<file path="config.mk">
export PLATFORM = sky130hd
export DESIGN_NAME = sound_ac97_serializer_flat
export DESIGN_NICKNAME = d
export VERILOG_FILES = /design/src/rtl/sound_ac97_serializer_pkg.sv /design/src/rtl/sound_ac97_serializer_if.sv /design/src/rtl/sound_side_mixer.sv /design/src/rtl/sound_ac97_serializer.sv /design/src/flat_wrapper.sv
export SDC_FILE = /design/constraint.sdc
export NUM_CORES = 1
export LEC_CHECK = 0
export CORE_AREA = 2 2 174 219
export CTS_BUF_LIST = sky130_fd_sc_hd__clkbuf_4 sky130_fd_sc_hd__clkbuf_8 sky130_fd_sc_hd__clkbuf_16
export CTS_CLUSTER_DIAMETER = 60
export DETAILED_ROUTE_END_ITERATION = 10
export DIE_AREA = 0 0 176 221
export GPL_ROUTABILITY_DRIVEN = 1
export PLACE_DENSITY = 0.69
export SLEW_MARGIN = 20
export SYNTH_ARGS = -nofsm -noshare
export SYNTH_HDL_FRONTEND = slang
export SYNTH_SLANG_ARGS = --single-unit
export TNS_END_PERCENT = 20
</file>
<file path="constraint.sdc">
create_clock -name I_BITCLK -period 9.5 [get_ports I_BITCLK]
set_clock_uncertainty 0.05 [all_clocks]
set_input_delay 1.9 -clock I_BITCLK [delete_from_list [all_inputs] [get_ports I_BITCLK]]
set_output_delay 1.9 -clock I_BITCLK [all_outputs]
set_load 0.1 [all_outputs]
</file>
<file path="src/rtl/sound_ac97_serializer_pkg.sv">
// Shared sound constants: AC97 frame geometry, tag bits, sample limits and the command-slot FSM type.
package sound_ac97_serializer_pkg;

  localparam int unsigned Ac97FrameBits = 256;
  localparam int unsigned Ac97SyncBits  = 16;
  localparam int unsigned Ac97SlotBits  = 20;

  localparam int unsigned TagPos   = 0;
  localparam int unsigned Slot1Pos = 16;
  localparam int unsigned Slot2Pos = 36;
  localparam int unsigned Slot3Pos = 56;
  localparam int unsigned Slot4Pos = 76;

  localparam int unsigned TagValidBit = 15;
  localparam int unsigned TagSlot1Bit = 14;
  localparam int unsigned TagSlot2Bit = 13;
  localparam int unsigned TagSlot3Bit = 12;
  localparam int unsigned TagSlot4Bit = 11;

  typedef logic [Ac97SlotBits-1:0] sample_t;

  localparam sample_t SatMax = 20'h7FFFF;
  localparam sample_t SatMin = 20'h80000;

  typedef enum logic [0:0] {StCmdEmpty, StCmdFull} cmd_state_e;

  // Frame is always valid with both PCM slots; command slots are flagged only when populated.
  function automatic logic [15:0] ac97_tag(input logic with_cmd);
    logic [15:0] t;
    t              = '0;
    t[TagValidBit] = 1'b1;
    t[TagSlot3Bit] = 1'b1;
    t[TagSlot4Bit] = 1'b1;
    t[TagSlot1Bit] = with_cmd;
    t[TagSlot2Bit] = with_cmd;
    return t;
  endfunction

endpackage

</file>
<file path="src/rtl/sound_ac97_serializer_if.sv">
// Channel/mix inputs, codec command handshake and AC97 serial outputs of the sound serializer.
interface sound_ac97_serializer_if;
  import sound_ac97_serializer_pkg::*;

  sample_t     I_CH1_WAVEFORM;
  sample_t     I_CH2_WAVEFORM;
  sample_t     I_CH3_WAVEFORM;
  sample_t     I_CH4_WAVEFORM;
  logic [7:0]  I_NR50_DATA;
  logic [7:0]  I_NR51_DATA;
  logic        I_SOUND_EN;
  logic        I_CMD_VALID;
  logic [6:0]  I_CMD_ADDR;
  logic [15:0] I_CMD_DATA;
  logic        O_CMD_READY;
  logic        O_STROBE;
  logic        O_SYNC;
  logic        O_SDATA_OUT;

  modport master (
    output I_CH1_WAVEFORM, I_CH2_WAVEFORM, I_CH3_WAVEFORM, I_CH4_WAVEFORM,
    output I_NR50_DATA, I_NR51_DATA, I_SOUND_EN, I_CMD_VALID, I_CMD_ADDR, I_CMD_DATA,
    input  O_CMD_READY, O_STROBE, O_SYNC, O_SDATA_OUT
  );

  modport slave (
    input  I_CH1_WAVEFORM, I_CH2_WAVEFORM, I_CH3_WAVEFORM, I_CH4_WAVEFORM,
    input  I_NR50_DATA, I_NR51_DATA, I_SOUND_EN, I_CMD_VALID, I_CMD_ADDR, I_CMD_DATA,
    output O_CMD_READY, O_STROBE, O_SYNC, O_SDATA_OUT
  );

endinterface

</file>
<file path="src/rtl/sound_side_mixer.sv">
// One output side: sums the selected channels, applies (vol+1)/8 gain and saturates to 20 bits.
module sound_side_mixer
  import sound_ac97_serializer_pkg::*;
(
  input  sample_t    ch1_i,
  input  sample_t    ch2_i,
  input  sample_t    ch3_i,
  input  sample_t    ch4_i,
  input  logic [3:0] sel_i,
  input  logic [2:0] vol_i,
  output sample_t    sample_o
);

  sample_t            ch [4];
  logic signed [21:0] sum;
  logic signed [25:0] sum_ext;
  logic signed [25:0] gain;
  logic signed [25:0] prod;
  logic        [22:0] scaled;
  logic               fits;
  logic               unused_prod_lsb;

  assign ch[0] = ch1_i;
  assign ch[1] = ch2_i;
  assign ch[2] = ch3_i;
  assign ch[3] = ch4_i;

  always_comb begin
    sum = '0;
    for (int i = 0; i < 4; i++) begin
      if (sel_i[i]) sum = sum + $signed({{2{ch[i][19]}}, ch[i]});
    end
  end

  assign sum_ext = {{4{sum[21]}}, sum};
  assign gain    = {22'd0, {1'b0, vol_i} + 4'd1};
  assign prod    = sum_ext * gain;

  // Arithmetic >>> 3 done by dropping the three LSBs of the sign-extended product.
  assign scaled          = prod[25:3];
  assign unused_prod_lsb = ^prod[2:0];

  assign fits     = (&scaled[22:19]) | (~|scaled[22:19]);
  assign sample_o = fits ? scaled[19:0] : (scaled[22] ? SatMin : SatMax);

endmodule

</file>
<file path="src/rtl/sound_ac97_serializer.sv">
// Mixes four channels into AC97 PCM slots and serializes 256-bit frames on the codec bit clock.
// Command slots 1/2 and the codec-register handshake exist only with SOUND_AC97_CMD_SLOT_EN.
module sound_ac97_serializer
  import sound_ac97_serializer_pkg::*;
#(
  parameter int unsigned FRAME_BITS = Ac97FrameBits,
  parameter int unsigned STROBE_POS = 128
) (
  input logic                    I_BITCLK,
  input logic                    I_RESET,
  sound_ac97_serializer_if.slave bus
);

  localparam int unsigned    CntW    = $clog2(FRAME_BITS);
  localparam int unsigned    PadBits = FRAME_BITS - Slot4Pos - Ac97SlotBits;
  localparam logic [CntW-1:0] CntLast = CntW'(FRAME_BITS - 1);

  logic [CntW-1:0]       cnt_q, cnt_d;
  logic [FRAME_BITS-1:0] shift_q, shift_d, frame_new;
  logic                  sdata_q, sdata_d, sync_q, sync_d, strobe_q, strobe_d;
  logic                  snap;
  logic                  cmd_in_frame;
  sample_t               mix_left, mix_right, slot1, slot2, slot3, slot4;
  logic                  unused_nr50;

  assign snap        = (cnt_q == CntLast);
  assign unused_nr50 = ^{bus.I_NR50_DATA[7], bus.I_NR50_DATA[3]};

  sound_side_mixer u_mix_left (
    .ch1_i    (bus.I_CH1_WAVEFORM),
    .ch2_i    (bus.I_CH2_WAVEFORM),
    .ch3_i    (bus.I_CH3_WAVEFORM),
    .ch4_i    (bus.I_CH4_WAVEFORM),
    .sel_i    (bus.I_NR51_DATA[7:4]),
    .vol_i    (bus.I_NR50_DATA[6:4]),
    .sample_o (mix_left)
  );

  sound_side_mixer u_mix_right (
    .ch1_i    (bus.I_CH1_WAVEFORM),
    .ch2_i    (bus.I_CH2_WAVEFORM),
    .ch3_i    (bus.I_CH3_WAVEFORM),
    .ch4_i    (bus.I_CH4_WAVEFORM),
    .sel_i    (bus.I_NR51_DATA[3:0]),
    .vol_i    (bus.I_NR50_DATA[2:0]),
    .sample_o (mix_right)
  );

`ifdef SOUND_AC97_CMD_SLOT_EN
  cmd_state_e  cmd_state_q, cmd_state_d;
  logic [6:0]  cmd_addr_q;
  logic [15:0] cmd_data_q;
  logic        cmd_accept;

  always_ff @(posedge I_BITCLK or posedge I_RESET) begin
    if (I_RESET) begin
      cmd_state_q <= StCmdEmpty;
      cmd_addr_q  <= '0;
      cmd_data_q  <= '0;
    end else begin
      cmd_state_q <= cmd_state_d;
      if (cmd_accept) begin
        cmd_addr_q <= bus.I_CMD_ADDR;
        cmd_data_q <= bus.I_CMD_DATA;
      end
    end
  end

  // A command accepted on the snapshot edge misses that frame and waits for the next one.
  always_comb begin
    cmd_state_d = cmd_state_q;
    unique case (cmd_state_q)
      StCmdEmpty: if (bus.I_CMD_VALID) cmd_state_d = StCmdFull;
      StCmdFull:  if (snap)            cmd_state_d = StCmdEmpty;
      default:                         cmd_state_d = StCmdEmpty;
    endcase
  end

  always_comb begin
    bus.O_CMD_READY = (cmd_state_q == StCmdEmpty);
    cmd_in_frame    = (cmd_state_q == StCmdFull);
    cmd_accept      = bus.I_CMD_VALID && (cmd_state_q == StCmdEmpty);
  end

  assign slot1 = cmd_in_frame ? {1'b0, cmd_addr_q, 12'h000} : '0;
  assign slot2 = cmd_in_frame ? {cmd_data_q, 4'h0} : '0;
`else
  logic unused_cmd;

  assign unused_cmd      = ^{bus.I_CMD_VALID, bus.I_CMD_ADDR, bus.I_CMD_DATA};
  assign bus.O_CMD_READY = 1'b0;
  assign cmd_in_frame    = 1'b0;
  assign slot1           = '0;
  assign slot2           = '0;
`endif

  assign slot3     = bus.I_SOUND_EN ? mix_left  : '0;
  assign slot4     = bus.I_SOUND_EN ? mix_right : '0;
  assign frame_new = {ac97_tag(cmd_in_frame), slot1, slot2, slot3, slot4, {PadBits{1'b0}}};

  // The frame is loaded into a shift register so bit k leaves on the edge that sets cnt to k.
  always_comb begin
    cnt_d = snap ? '0 : cnt_q + CntW'(1);
    if (snap) begin
      sdata_d = frame_new[FRAME_BITS-1];
      shift_d = {frame_new[FRAME_BITS-2:0], 1'b0};
    end else begin
      sdata_d = shift_q[FRAME_BITS-1];
      shift_d = {shift_q[FRAME_BITS-2:0], 1'b0};
    end
    sync_d   = (cnt_d == CntLast) || (cnt_d < CntW'(Ac97SyncBits - 1));
    strobe_d = (cnt_d == CntW'(STROBE_POS));
  end

  always_ff @(posedge I_BITCLK or posedge I_RESET) begin
    if (I_RESET) begin
      cnt_q    <= CntLast;
      shift_q  <= '0;
      sdata_q  <= 1'b0;
      sync_q   <= 1'b0;
      strobe_q <= 1'b0;
    end else begin
      cnt_q    <= cnt_d;
      shift_q  <= shift_d;
      sdata_q  <= sdata_d;
      sync_q   <= sync_d;
      strobe_q <= strobe_d;
    end
  end

  assign bus.O_SDATA_OUT = sdata_q;
  assign bus.O_SYNC      = sync_q;
  assign bus.O_STROBE    = strobe_q;

endmodule

</file>
<file path="src/flat_wrapper.sv">
// flat-port wrapper written by rule: the top's interface ports become plain ports
module sound_ac97_serializer_flat import sound_ac97_serializer_pkg::*;
#(
  parameter int unsigned FRAME_BITS = Ac97FrameBits,
  parameter int unsigned STROBE_POS = 128
)
  (I_BITCLK, I_RESET, bus_I_CH1_WAVEFORM, bus_I_CH2_WAVEFORM, bus_I_CH3_WAVEFORM, bus_I_CH4_WAVEFORM, bus_I_NR50_DATA, bus_I_NR51_DATA, bus_I_SOUND_EN, bus_I_CMD_VALID, bus_I_CMD_ADDR, bus_I_CMD_DATA, bus_O_CMD_READY, bus_O_STROBE, bus_O_SYNC, bus_O_SDATA_OUT);
  sound_ac97_serializer_if bus_i ();
  input logic I_BITCLK;
  input logic I_RESET;
  input wire logic [$bits(bus_i.I_CH1_WAVEFORM)-1:0] bus_I_CH1_WAVEFORM;
  input wire logic [$bits(bus_i.I_CH2_WAVEFORM)-1:0] bus_I_CH2_WAVEFORM;
  input wire logic [$bits(bus_i.I_CH3_WAVEFORM)-1:0] bus_I_CH3_WAVEFORM;
  input wire logic [$bits(bus_i.I_CH4_WAVEFORM)-1:0] bus_I_CH4_WAVEFORM;
  input wire logic [$bits(bus_i.I_NR50_DATA)-1:0] bus_I_NR50_DATA;
  input wire logic [$bits(bus_i.I_NR51_DATA)-1:0] bus_I_NR51_DATA;
  input wire logic [$bits(bus_i.I_SOUND_EN)-1:0] bus_I_SOUND_EN;
  input wire logic [$bits(bus_i.I_CMD_VALID)-1:0] bus_I_CMD_VALID;
  input wire logic [$bits(bus_i.I_CMD_ADDR)-1:0] bus_I_CMD_ADDR;
  input wire logic [$bits(bus_i.I_CMD_DATA)-1:0] bus_I_CMD_DATA;
  output wire logic [$bits(bus_i.O_CMD_READY)-1:0] bus_O_CMD_READY;
  output wire logic [$bits(bus_i.O_STROBE)-1:0] bus_O_STROBE;
  output wire logic [$bits(bus_i.O_SYNC)-1:0] bus_O_SYNC;
  output wire logic [$bits(bus_i.O_SDATA_OUT)-1:0] bus_O_SDATA_OUT;
  assign bus_i.I_CH1_WAVEFORM = bus_I_CH1_WAVEFORM;
  assign bus_i.I_CH2_WAVEFORM = bus_I_CH2_WAVEFORM;
  assign bus_i.I_CH3_WAVEFORM = bus_I_CH3_WAVEFORM;
  assign bus_i.I_CH4_WAVEFORM = bus_I_CH4_WAVEFORM;
  assign bus_i.I_NR50_DATA = bus_I_NR50_DATA;
  assign bus_i.I_NR51_DATA = bus_I_NR51_DATA;
  assign bus_i.I_SOUND_EN = bus_I_SOUND_EN;
  assign bus_i.I_CMD_VALID = bus_I_CMD_VALID;
  assign bus_i.I_CMD_ADDR = bus_I_CMD_ADDR;
  assign bus_i.I_CMD_DATA = bus_I_CMD_DATA;
  assign bus_O_CMD_READY = bus_i.O_CMD_READY;
  assign bus_O_STROBE = bus_i.O_STROBE;
  assign bus_O_SYNC = bus_i.O_SYNC;
  assign bus_O_SDATA_OUT = bus_i.O_SDATA_OUT;
  sound_ac97_serializer #(.FRAME_BITS(FRAME_BITS), .STROBE_POS(STROBE_POS)) u_core (.I_BITCLK(I_BITCLK), .I_RESET(I_RESET), .bus(bus_i));
endmodule
</file>
==> results.md <==
* Status: finished, violations left
* Failing checks: setup timing
* WS Path Type: in -> reg
* Post-synthesis instance total at about 2300
* Synth async-reset ratio at 100.0%
* Largest net degree at the start of global routing at 92
* Metal1 wirelength at 22740 microns
* Reg2reg end: u_core.shift_q[166]
* H-tree depth at 3
* Vias in the first global route at 19430
* Pwr Density at 233.5 nW/um^2
* CTS clk-pin slew, worst paths at 80 ps
* Synth warn at 0
* Core Region at about 37000 sq um
* Crit path launch type: input port
* Post-detail-place hpwl at ~50000 microns
* I/O pin total at approximately 130
* Share of layout cells above drive strength 1 at a little over a third
* Critical-path maximum fanout at 5
* Drt first pass iters at 5
* Routed WL at about 60000 microns
* Worst EP arrival at 11180 ps
* Root Buffer: clkbuf_16
* Slew Viols, Final at 0
* Residual DRC at 0
* Final Cycle Share at 115.5%
* WL met3 at between 2000 and 2500 microns
* Total vias in the final route at ~19000
* Die Ht at about 220 microns
* Hold_buf cts at 0
* First-pass GRT wire length at roughly 95000 microns
* Slowest CP cell: fa_1
* Clock sinks at ~110
* Power share of the clock group at ~6%
* Synth-to-Final Area Change at 44.97%
* Max IR drop VDD at between 0.1 and 0.15 mV
* Max cap viols at 0
* Comb power frac at a little under nine tenths
* Mapped Area at 18180 sq um
* Reg power frac at just under 8%
* Gpl congestion at about 1.0
* Unrepaired setup endpoints after global routing: true
* Switching share of power at between 40 and 50%
* Crit path from: bus_I_CH1_WAVEFORM[0]
* Critical path's largest stage delay at slightly above 500 ps
* Die Area at 38900 sq um
* Post-synth EDFFs at 0
* Net count, final at 3432
* Setup-failing EPs final at 40
* CTS Buffer Depth at 2
* Grt total ovfl at 0
* Initial Util at 49.32%
* Critical Path Sink: u_core.shift_q[175]
* DR WL met2 at around 30000 microns
* Worst slew margin at between 20% and 30%
* Tmin final at ~11000 ps
* Power Total at 0.006156 W
* Die width at ~180 microns
* Syn_nets at 2720
* R2R Setup Slk at ~6500 ps
* LEAKAGE at 13.16 nW
* Most frequent cells in the layout: buf_4 (653), inv_1 (233), nor2_1 (228)
* Clock latency on the worst-skew pair at 340 ps
* Worst reg2reg startpoint: u_core.cnt_q[0]
* CP endpoint kind: flop
* Final Hold Fails at 0
* Initial antenna violation count at 6
* Synth cell types at 104
* Seq/Total Area, Yosys at between 10% and 20%
* Worst R2R Path Depth at 8
* Internal at 0.003361 W
* Syn avg cell area at between 7 and 8 sq um
* IO Port Bufs at between 90 and 100
* Final antenna-violating net count at 0
* Slew at the pin closest to its max-slew limit at 1091 ps
* Cts bufs inserted at 9
* P_sw at between 0.002 and 0.003 W
* Register bit total from synthesis at between 100 and 150
* Hold Crit Class: reg -> reg
* Pre-CTS setup slack at -2734 ps
* Drt wl/cell at between 15 and 20 microns
* Gr usage total at between 30% and 40%
* Commonest non-fill, non-tap cell in the layout: buf_4
* CTS tree: yes
* Drt first-iter violations at 865
* Post-synth top flop: dfrtp_1
* DR top layer: met5
* Via-to-Cell Ratio at between 5 and 6
* PnR worst setup slack at -1470 ps
* F_max at between 90 and 100 MHz
* Final Util at just over 70%
* Critical path required time at ~9700 ps
* Standard-cell rows at 79
-- synthesized netlist by cell type, types with 7 or more instances --
cell | n | share of area (%)
a31oi_1 | 20 | 0.69
a221o_1 | 20 | 1.1
a21o_1 | 63 | 2.6
a21oi_1 | 166 | 4.6
a211oi_1 | 18 | 0.74
o211ai_1 | 11 | 0.45
o31a_1 | 7 | 0.34
xor2_1 | 53 | 2.6
mux2_2 | 31 | 1.9
clkbuf_1 | 49 | 1.0
nand3b_1 | 10 | 0.41
fa_1 | 94 | 10
dfstp_2 | 8 | 1.2
a21boi_0 | 7 | 0.29
and3_1 | 15 | 0.52
nand2b_1 | 32 | 1.1
a22oi_1 | 13 | 0.54
inv_1 | 249 | 5.1
nor2_1 | 243 | 5.0
o21a_1 | 31 | 1.3
o21ai_0 | 118 | 3.2
nor3_1 | 32 | 0.88
nor2b_1 | 35 | 1.2
and2_1 | 86 | 3.0
xnor2_1 | 97 | 4.7
nand4_1 | 18 | 0.62
mux2i_1 | 20 | 1.1
or2_2 | 37 | 1.3
o21ai_1 | 13 | 0.36
nand2_1 | 164 | 3.4
dfrtp_1 | 98 | 13
or3_1 | 15 | 0.52
ha_1 | 216 | 15
nand3_1 | 31 | 0.85
o21bai_1 | 11 | 0.45
-- timing repair --
action | in CTS | in global routing
cloned | 7 | 0
resized for setup | 143 | 125
setup endpoints to repair | 40 | 40
buffers inserted | 36 | 19
pin swaps | 119 | 138
-- registers in the layout, indices dropped and copies added (netlist names) --
name / count
u_core.shift_q: 95
u_core.cnt_q: 8
u_core.bus.O_SDATA_OUT: 1
u_core.bus.O_STROBE: 1
u_core.bus.O_SYNC: 1
-- critical path, delay by kind of cell --
family	cells	cell delay [ps]
buffers and inverters	8	850
XOR/XNOR	4	660
AO/OA/AOI/OAI	20	3220
multiplexers	3	930
adder cells (fa/ha/maj)	7	2270
AND/OR/NAND/NOR	10	1330
-- final cells by class --
class                      count  area, sq um
clock inverter                 7        81.33
tap                          486        608.1
inverter                     252        948.4
timing repair buffer         770         6221
clock buffer                   9        225.2
fill                        2832        10510
multi-input combinational   1860        15610
antenna                        3        7.507
sequential                   106         2663
-- metal layers --
metal	up-vias	GRT usage [%]
li1	9308	-
met2	437	56.57
met4	4	18.45
met5	-	0
met1	8913	31.52
met3	183	3.282
-- metrics by stage --
step                      std cells  hold slack (ps)  TNS [ps]  area [sq um]
after floorplan                2287            358.4    -59490         18670
after global placement         3412            381.1    -97240         24480
after detailed placement       3412            370.8   -103580         24480
after CTS                      3471            393.0    -57150         25700
after global routing           3490            406.0    -70670         26350
final                          3493            389.0    -56200         26360
-- worst min-delay path by stage --
stage,slack (ps),cells past startpoint,start,endpoint
2_1_floorplan,360,1,u_core.shift_q[255],u_core.bus.O_SDATA_OUT
3_3_place_gp,380,1,u_core.shift_q[251],u_core.shift_q[252]
3_5_place_dp,370,1,u_core.shift_q[251],u_core.shift_q[252]
4_1_cts,390,1,u_core.shift_q[252],u_core.shift_q[253]
5_1_grt,410,1,u_core.shift_q[255],u_core.bus.O_SDATA_OUT
6_report,390,1,u_core.shift_q[252],u_core.shift_q[253]
-- kinds of logic (layout without fill, tap and decap cells) --
kind of cell	count (synthesis)	count (layout)	synth area share (%)
AOI/OAI and AO/OA	585	585	21.50
xor gates and xnor gates	152	152	7.452
adders and majority gates	315	315	25.51
buffers and inverters	324	1038	7.445
DFF	106	106	14.64
muxes	52	55	3.103
other	1	4	0.02062
and+or+nand+nor	752	752	20.33
-- power by group through the flow --
stage	clock network [W]	logic [W]	registers (W)
floorplan	0	0.00296	0.000484
global placement	0	0.00458	0.000486
detailed placement	0	0.00472	0.000487
CTS	0.000376	0.00510	0.000478
global route	0.000392	0.00585	0.000480
finish	0.000368	0.00531	0.000478
Power figures use the tool's default switching activity.
